$ cat src/rtl/mem_col_argmax_if.sv
// Stream interface for mem_col_argmax: tagged current beats in, argmax result out.
// Both directions use valid/ready; the master is the upstream/consumer side.
interface mem_col_argmax_if #(
    parameter int IW    = 35,
    parameter int ACC_W = 48,
    parameter int CLS_W = 3
);
    logic             in_valid;
    logic             in_ready;
    logic [IW-1:0]    in_I;
    logic [CLS_W-1:0] in_cls;
    logic             in_last;

    logic             out_valid;
    logic             out_ready;
    logic [CLS_W-1:0] out_class;
    logic [ACC_W-1:0] out_score;
    logic             out_sat;
    logic             out_err;

    modport master (
        output in_valid, in_I, in_cls, in_last, out_ready,
        input  in_ready, out_valid, out_class, out_score, out_sat, out_err
    );

    modport slave (
        input  in_valid, in_I, in_cls, in_last, out_ready,
        output in_ready, out_valid, out_class, out_score, out_sat, out_err
    );
endinterface

$ cat src/rtl/mem_col_argmax.sv
// Per-class saturating column-current accumulator with a frame-end argmax scan.
// in_I and out_score are two's-complement values carried on plain logic vectors.
module mem_col_argmax #(
    parameter int IW    = 35,
    parameter int ACC_W = 48,
    parameter int NCLS  = 6,
    parameter int CLS_W = 3
) (
    input  logic             clk,
    input  logic             rst,
    mem_col_argmax_if.slave  io
);
    typedef enum logic [1:0] {ACCUM, SCAN, DONE} state_t;

    localparam logic [CLS_W:0] NCLS_W = (CLS_W+1)'(NCLS);

    state_t                  state_reg;
    logic                    in_ready_reg;
    logic                    out_valid_reg;
    logic [CLS_W-1:0]        out_class_reg;
    logic signed [ACC_W-1:0] out_score_reg;
    logic                    out_sat_reg;
    logic                    out_err_reg;
    logic                    sat_reg;
    logic                    err_reg;
    logic [CLS_W:0]          scan_k_reg;
    logic signed [ACC_W-1:0] rd_reg;
    logic [CLS_W-1:0]        rd_idx_reg;
    logic signed [ACC_W-1:0] best_reg;
    logic [CLS_W-1:0]        best_idx_reg;

    logic signed [ACC_W-1:0] acc_val [NCLS];
    logic signed [ACC_W-1:0] sel_acc;
    logic signed [ACC_W-1:0] rd_sel;
    logic signed [ACC_W:0]   sum_wide;
    logic signed [ACC_W-1:0] sum_sat;
    logic                    sum_ovf;
    logic                    accept;
    logic                    release_res;
    logic                    cls_ok;
    logic                    take;

    assign accept      = io.in_valid && in_ready_reg;
    assign release_res = (state_reg == DONE) && out_valid_reg && io.out_ready;
    assign cls_ok      = ({1'b0, io.in_cls} < NCLS_W);

    always_comb begin
        sel_acc = '0;
        for (int i = 0; i < NCLS; i++) begin
            if (io.in_cls == CLS_W'(i)) sel_acc = acc_val[i];
        end
    end

    // One guard bit above the accumulator catches overflow in either direction.
    assign sum_wide = {sel_acc[ACC_W-1], sel_acc}
                    + {{(ACC_W+1-IW){io.in_I[IW-1]}}, io.in_I};
    assign sum_ovf  = sum_wide[ACC_W] ^ sum_wide[ACC_W-1];

    always_comb begin
        sum_sat = sum_wide[ACC_W-1:0];
        if (sum_ovf) begin
            sum_sat = sum_wide[ACC_W] ? {1'b1, {(ACC_W-1){1'b0}}}
                                      : {1'b0, {(ACC_W-1){1'b1}}};
        end
    end

    for (genvar gi = 0; gi < NCLS; gi++) begin : g_acc
        logic signed [ACC_W-1:0] acc_reg;

        always_ff @(posedge clk) begin
            if (rst || release_res) begin
                acc_reg <= '0;
            end else if (accept && io.in_cls == CLS_W'(gi)) begin
                acc_reg <= sum_sat;
            end
        end

        assign acc_val[gi] = acc_reg;
    end

    always_comb begin
        rd_sel = '0;
        for (int i = 0; i < NCLS; i++) begin
            if (scan_k_reg == (CLS_W+1)'(i)) rd_sel = acc_val[i];
        end
    end

    // The scan reads one accumulator per cycle into rd_reg and compares it a
    // cycle later; index 0 seeds the best, strict > keeps ties on the lower index.
    assign take = (rd_idx_reg == '0) || (rd_reg > best_reg);

    always_ff @(posedge clk) begin
        if (rst) begin
            state_reg     <= ACCUM;
            in_ready_reg  <= 1'b1;
            out_valid_reg <= 1'b0;
            out_class_reg <= '0;
            out_score_reg <= '0;
            out_sat_reg   <= 1'b0;
            out_err_reg   <= 1'b0;
            sat_reg       <= 1'b0;
            err_reg       <= 1'b0;
            scan_k_reg    <= '0;
            rd_reg        <= '0;
            rd_idx_reg    <= '0;
            best_reg      <= '0;
            best_idx_reg  <= '0;
        end else begin
            case (state_reg)
                ACCUM: begin
                    if (accept) begin
                        if (!cls_ok) begin
                            err_reg <= 1'b1;
                        end else if (sum_ovf) begin
                            sat_reg <= 1'b1;
                        end
                        if (io.in_last) begin
                            state_reg    <= SCAN;
                            in_ready_reg <= 1'b0;
                            scan_k_reg   <= '0;
                        end
                    end
                end

                SCAN: begin
                    if (scan_k_reg < NCLS_W) begin
                        rd_reg     <= rd_sel;
                        rd_idx_reg <= scan_k_reg[CLS_W-1:0];
                    end
                    if (scan_k_reg != '0 && take) begin
                        best_reg     <= rd_reg;
                        best_idx_reg <= rd_idx_reg;
                    end
                    if (scan_k_reg == NCLS_W) begin
                        out_class_reg <= take ? rd_idx_reg : best_idx_reg;
                        out_score_reg <= take ? rd_reg : best_reg;
                        out_sat_reg   <= sat_reg;
                        out_err_reg   <= err_reg;
                        out_valid_reg <= 1'b1;
                        state_reg     <= DONE;
                    end
                    scan_k_reg <= scan_k_reg + 1'b1;
                end

                DONE: begin
                    if (release_res) begin
                        out_valid_reg <= 1'b0;
                        sat_reg       <= 1'b0;
                        err_reg       <= 1'b0;
                        in_ready_reg  <= 1'b1;
                        state_reg     <= ACCUM;
                    end
                end

                default: begin
                    state_reg    <= ACCUM;
                    in_ready_reg <= 1'b1;
                end
            endcase
        end
    end

    assign io.in_ready  = in_ready_reg;
    assign io.out_valid = out_valid_reg;
    assign io.out_class = out_class_reg;
    assign io.out_score = out_score_reg;
    assign io.out_sat   = out_sat_reg;
    assign io.out_err   = out_err_reg;
endmodule
$ cat src/flat_wrapper.sv
// flat-port wrapper written by rule: the top's interface ports become plain ports
module mem_col_argmax_flat 
#(
    parameter int IW    = 35,
    parameter int ACC_W = 48,
    parameter int NCLS  = 6,
    parameter int CLS_W = 3
)
  (clk, rst, io_in_valid, io_in_I, io_in_cls, io_in_last, io_out_ready, io_in_ready, io_out_valid, io_out_class, io_out_score, io_out_sat, io_out_err);
  mem_col_argmax_if #(.IW(IW), .ACC_W(ACC_W), .CLS_W(CLS_W)) io_i ();
  input  logic clk;
  input  logic rst;
  input wire logic [$bits(io_i.in_valid)-1:0] io_in_valid;
  input wire logic [$bits(io_i.in_I)-1:0] io_in_I;
  input wire logic [$bits(io_i.in_cls)-1:0] io_in_cls;
  input wire logic [$bits(io_i.in_last)-1:0] io_in_last;
  input wire logic [$bits(io_i.out_ready)-1:0] io_out_ready;
  output wire logic [$bits(io_i.in_ready)-1:0] io_in_ready;
  output wire logic [$bits(io_i.out_valid)-1:0] io_out_valid;
  output wire logic [$bits(io_i.out_class)-1:0] io_out_class;
  output wire logic [$bits(io_i.out_score)-1:0] io_out_score;
  output wire logic [$bits(io_i.out_sat)-1:0] io_out_sat;
  output wire logic [$bits(io_i.out_err)-1:0] io_out_err;
  assign io_i.in_valid = io_in_valid;
  assign io_i.in_I = io_in_I;
  assign io_i.in_cls = io_in_cls;
  assign io_i.in_last = io_in_last;
  assign io_i.out_ready = io_out_ready;
  assign io_in_ready = io_i.in_ready;
  assign io_out_valid = io_i.out_valid;
  assign io_out_class = io_i.out_class;
  assign io_out_score = io_i.out_score;
  assign io_out_sat = io_i.out_sat;
  assign io_out_err = io_i.out_err;
  mem_col_argmax #(.IW(IW), .ACC_W(ACC_W), .NCLS(NCLS), .CLS_W(CLS_W)) u_core (.clk(clk), .rst(rst), .io(io_i));
endmodule
$ cat config.mk
export PLATFORM = sky130hd
export DESIGN_NAME = mem_col_argmax_flat
export DESIGN_NICKNAME = d
export VERILOG_FILES = /design/src/rtl/mem_col_argmax_if.sv /design/src/rtl/mem_col_argmax.sv /design/src/flat_wrapper.sv
export SDC_FILE = /design/constraint.sdc
export NUM_CORES = 1
export LEC_CHECK = 0
export BUFFER_PORTS_ARGS = -buffer_cell sky130_fd_sc_hd__buf_2
export CAP_MARGIN = 20
export CORE_UTILIZATION = 30
export DETAILED_ROUTE_END_ITERATION = 8
export MAX_ROUTING_LAYER = met4
export SYNTH_ARGS = -nofsm -noshare
export SYNTH_HDL_FRONTEND = slang
export SYNTH_SLANG_ARGS = --single-unit
$ cat constraint.sdc
create_clock -name clk -period 6.9 [get_ports clk]
set_input_delay 1.38 -clock clk [delete_from_list [all_inputs] [get_ports clk]]
set_output_delay 1.38 -clock clk [all_outputs]
set_load 0.005 [all_outputs]
# After elaboration in Yosys (flattened, before gate mapping)
# Cells that the tools add are included.
dict set report totals {
  output_inout_bits 55
  latch_bits 0
  n_memories 0
  elab_cells 114
  mem_bits_ro 0
  input_bits 43
  reg_bits 453
  mem_bits_rw 0
}
dict set report op_classes {
  reduce_logical 29
  n_lt_le_gt_ge 3
  muxes 38
  eq_ne 20
  addsub 2
  multipliers 0
  n_div 0
  shift 0
  bitwise 2
}
# operator n
set op_table {}
lappend op_table {{48-bit two-way mux} 15}
lappend op_table {{48-bit by 35-bit adder with 49-bit output} 1}
lappend op_table {{48-bit > comparator} 1}
lappend op_table {{4-bit by 3-bit == test with 1-bit output, second input constant} 3}
lappend op_table {{4-bit AND reduction} 3}
lappend op_table {{1-bit logical AND} 10}
lappend op_table {{1-bit two-way mux} 10}
lappend op_table {{2-bit by 1-bit inequality test with 1-bit output, second input constant} 5}
lappend op_table {{4-bit by 2-bit == test with 1-bit output, second input constant} 2}
lappend op_table {{2-bit two-way mux} 4}
lappend op_table {{4-bit two-way mux} 2}
lappend op_table {{4-bit one-hot mux with 2 select lines} 1}
lappend op_table {{3-bit by 2-bit == test with 1-bit output, second input constant} 2}
lappend op_table {{3-bit == test, second input constant} 2}
lappend op_table {{3-bit logical NOT} 2}
lappend op_table {{1-bit one-hot mux with 2 select lines} 3}
lappend op_table {{2-bit one-hot mux with 3 select lines} 1}
lappend op_table {{2-bit AND reduction} 3}
lappend op_table {{3-bit AND reduction} 2}
lappend op_table {{2-bit nonzero test} 3}
lappend op_table {{5-bit AND reduction} 1}
lappend op_table {{4-bit by 1-bit adder with 4-bit output, second input constant} 1}
lappend op_table {{4-bit by 1-bit == test with 1-bit output, second input constant} 1}
lappend op_table {{4-bit logical NOT} 1}
lappend op_table {{13 further kinds} 15}

# Longest topological paths before layout
dict set report logic_depth {
  depth_word 13
  depth_mapped 22
  depth_no_buf 17
}

# Least setup slack after synthesis
# No wires, ideal clock.
dict set report synth_path {
  kind {input port to flip-flop}
  start {input port io_in_cls[0]}
  end {register u_core.g_acc[0].acc_reg[22]}
  path_stages 18
  setup_time_ps 140
  n_path_buf 5
  arrival_time_ps 6279
  required_time_ps 6760
  slack_ps 482
  cell_sequence {clkbuf_1 clkbuf_1 buf_1 buf_1 mux2i_1 o221ai_1 ha_1 fa_1 a21o_1 a221o_1 a31oi_1 nor3_1 o2111a_1 o21ai_1 mux2i_2 buf_2 a21oi_1 a211oi_1}
}
dict set report synth_via {
  elab_chain_cells 10
  elab_cells_between_ends 17
  classes_between {add/sub: 1; eq/ne: 5; mux: 8; bitwise: 1; reduce/logical: 2}
}
# element line
set synth_lines {}
lappend synth_lines {{start, declared} flat_wrapper.sv:15} ;# input wire logic [$bits(io_i.in_cls)-1:0] io_in_cls;
lappend synth_lines {{3-bit logical NOT} {mem_col_argmax.sv:50, mem_col_argmax.sv:73}}
lappend synth_lines {{48-bit two-way mux (6 in a row)} mem_col_argmax.sv:50} ;# if (io.in_cls == CLS_W'(i)) sel_acc = acc_val[i];
lappend synth_lines {{48-bit by 35-bit adder with 49-bit output} mem_col_argmax.sv:56} ;# + {{(ACC_W+1-IW){io.in_I[IW-1]}}, io.in_I};
lappend synth_lines {{48-bit two-way mux or 1-bit XOR (tied branches)} {mem_col_argmax.sv:62, mem_col_argmax.sv:57}}
lappend synth_lines {{48-bit two-way mux} mem_col_argmax.sv:61} ;# if (sum_ovf) begin
lappend synth_lines {{end signal, assigned} mem_col_argmax.sv:74} ;# acc_reg <= sum_sat;
lappend synth_lines {{end, declared} mem_col_argmax.sv:68} ;# logic signed [ACC_W-1:0] acc_reg;
# Parallel ways exist; a longest one is shown, timed or not.
# A chain may end at the register's enable or synchronous reset.

# Final worst setup path
dict set report layout_path {
  start {input port io_in_cls[1]}
  end {register u_core.g_acc[0].acc_reg[38]}
}
# The elaborated chain is that of the path after synthesis.

==> out/results.tsv <==
metric	value	unit
port bufs	97	
sw frac	0.277	
largest cells by area after synthesis	dfxtp_1 36%, a21oi_1 8.6%, mux2i_1 7.4%, o21ai_0 5.6%, nor2_1 5.2%	
Synth area leader	dfxtp_1	
Yosys cell types	72	
clock latency on the worst-skew pair	0.60	ns
Cell Area, Synth	25000	um2
max_slew headroom	0.214	
Crit. End Element	register	
CTS Hold Bufs	0	
synthesized net count	3217	
crit path launch	io_in_cls[1]	
Post-Place Worst Slack	0.250	ns
final std cells w/o fill	4122	
core region area	82200	um2
DRT Wirelength	84200	um
post-DP HPWL	54200	um
status	complete, no violations	
Placement Rows	105	
fin crit share	0.886	
nets	3159	
vias in the first global route	21500	
flip-flop and latch count after synthesis	453	
area of the multi-input gates	14800	um2
Area Overhead vs Synth	12.1	%
root buf cell	clkbuf_16	
final hold violation count	0	
Largest register FFs	288	
first-iteration detailed-routing DRC count	2552	
clk sinks	453	
Setup Crit Path Kind	in2reg	
I/O pins	98	
Worst Path Max Fanout	22	
clk buf depth	3	
type of the tightest min-delay check	reg2reg	
Inserted Clock Buffers	48	
syn_area_per_cell	8.13	um2
setup bufs post-CTS	0	
worst-margin pin slew	1.18	ns
EDFF count, synth	0	
antenna violations before repair	2	
Net Switching	1710	uW
Pre-antenna DRT Iters	6	
Final WS setup	0.786	ns
drt wl/cell	20.4	um
GR Overflow Total	0	
Clock transition at path regs	0.06	ns
post_cts resized	0	
Arr. time, crit path	6.62	ns
minimum clock period	6.11	ns
most frequent cells after synthesis	453 x dfxtp_1, 431 x a21oi_1, 347 x nor2_1, 281 x o21ai_0, 227 x clkbuf_1	
first-pass GRT wire length	129000	um
Final setup viols	0	
fillers	8587	
Setup TNS	0	ns
PwrDens	220	nW/um2
Seq/Total Area, Yosys	0.363	
RSZ-0062 raised after global routing	false	
die area	84400	um2
async set or reset register ratio after synthesis	0	
MaxCap Viol Count	0	
largest net degree at the start of global routing	243	
startpoint types	input pin	
Pins Over Slew Limit	0	
Main synth FF type	dfxtp_1	
FF+latch area	9070	um2
LEAKAGE	0.0104	uW
Synth Instances	3073	
Initial Utilization	0.304	
maximum clock frequency	0.164	GHz
post-synth top area share	0.363	
Design Power	6170	uW
Ys Warns	0	
placed insts	4035	
layout cells sized above 1	0.0931	
worst-case clock skew	0.0251	ns
Worst Path Required	7.40	ns
R2R depth	13	
Max IR drop VDD	149	uV
Critical R2R Launch	u_core.g_acc[3].acc_reg[7]$_SDFFE_PP0P_	
Reg power frac	0.442	
Clock power frac	0.421	
vias per std cell	5.64	
number of routed nets with antenna violations	0	
hold slack	0.475	ns
Die Wd	290	um
reg2reg setup slack	2.18	ns
r2r endpoint	u_core.g_acc[0].acc_reg[38]$_SDFFE_PP0P_	
CTS tree	done	
total global-route track usage	0.197	
via count	23300	
logic gate share of total power	0.137	
Critical Path End	u_core.g_acc[0].acc_reg[38]$_SDFFE_PP0P_	
Die H	290	um
DR DRC count	0	
H-tree depth	2	
final RePlAce weighted congestion	0.892	
Pint	4460	uW
count leader, synth	dfxtp_1	
-- metrics by stage --
stage	util	cell area (um2)
floorplan	-	25000
global placement	0.321	26400
detailed placement	0.321	26400
CTS	0.340	28000
global route	0.340	28000
finish	0.340	28000
-- logic make-up after synthesis --
logic type               after synthesis  synth area share
adder cells (fa/ha/maj)              104            0.0521
AND/OR/NAND/NOR                      766             0.139
flip-flops                           453             0.363
XOR/XNOR                              40            0.0140
buffers and inverters                338            0.0516
AO/OA/AOI/OAI                       1173             0.294
multiplexers                         199            0.0855
-- how the worst min path moves through the flow --
| stage | start | to | slack [ns] | cells past startpoint |
|---|---|---|---|---|
| 6_report | u_core.best_idx_reg[1]$_SDFFE_PP0P_ | u_core.best_idx_reg[1]$_SDFFE_PP0P_ | 0.47 | 2 |
| 5_1_grt | u_core.best_idx_reg[1]$_SDFFE_PP0P_ | u_core.best_idx_reg[1]$_SDFFE_PP0P_ | 0.49 | 2 |
| 4_1_cts | u_core.best_idx_reg[1]$_SDFFE_PP0P_ | u_core.best_idx_reg[1]$_SDFFE_PP0P_ | 0.48 | 2 |
| 3_5_place_dp | u_core.best_idx_reg[0]$_SDFFE_PP0P_ | u_core.best_idx_reg[0]$_SDFFE_PP0P_ | 0.47 | 2 |
| 3_3_place_gp | u_core.best_idx_reg[0]$_SDFFE_PP0P_ | u_core.best_idx_reg[0]$_SDFFE_PP0P_ | 0.46 | 2 |
| 2_1_floorplan | u_core.sat_reg$_SDFFE_PP0P_ | u_core.sat_reg$_SDFFE_PP0P_ | 0.44 | 1 |
-- cell type report --
type                            instances  area share
Inverter                               75      0.0101
Sequential cell                       453       0.324
Antenna cell                            1   0.0000894
Clock inverter                         11     0.00376
Timing Repair Buffer                  155      0.0351
Tap cell                             1070      0.0478
Clock buffer                           75      0.0520
Multi-Input combinational cell       2282       0.527
-- layout by cell type, fill, tap and decap left out, types with 7 or more instances in the layout --
master     count
a21boi_0       7
a221oi_1     102
nor3_1        72
nor2b_1       12
ha_1         100
o221ai_1      39
a22oi_1        8
o211ai_1      10
nand3_1       19
xnor2_1       23
clkbuf_1      13
a21o_1        21
buf_2         95
buf_4         54
mux2i_1      184
a21oi_1      430
a31oi_1       14
a211oi_1     141
nand2_1      130
a32o_1        14
nor2_1       343
o21a_1        16
and3_1        13
clkbuf_16     49
xor2_1        17
mux4_2        11
nand4_1       23
nand2b_1     108
and2_1         7
inv_1         75
clkbuf_8      13
o21ai_0      281
dfxtp_1      453
clkinv_2       9
a21oi_2        8
-- power by group through the flow --
stage / logic (uW) / registers (uW) / clock network (uW)
6_report: 843 / 2730 / 2600
5_1_grt: 906 / 2730 / 2740
3_3_place_gp: 825 / 2780 / 0
4_1_cts: 828 / 2720 / 2650
2_1_floorplan: 561 / 2770 / 0
3_5_place_dp: 825 / 2780 / 0
-- metal layers --
| layer | vias up | GRT usage | wire [um] |
|---|---|---|---|
| li1 | 11200 | - | - |
| met1 | 11000 | 0.282 | 40300 |
| met2 | 944 | 0.286 | 35700 |
| met3 | 107 | 0.0317 | 6830 |
| met4 | 0 | 0.0488 | 1340 |
| met5 | - | - | 0 |
-- worst max-delay path: stages --
cell and delay, ns:
buf_2 0.40, nand2b_2 0.71, buf_4 0.29, o221ai_1 0.18, ha_1 0.43, nand2_1 0.13
or3_1 0.44, a2111oi_2 0.46, or2_2 0.25, a21oi_2 0.13, a31oi_4 0.54, mux2i_4 0.33
buf_4 0.34, a31oi_1 0.30, a211oi_1 0.26
No activity file was read; power rests on OpenSTA's default activity.
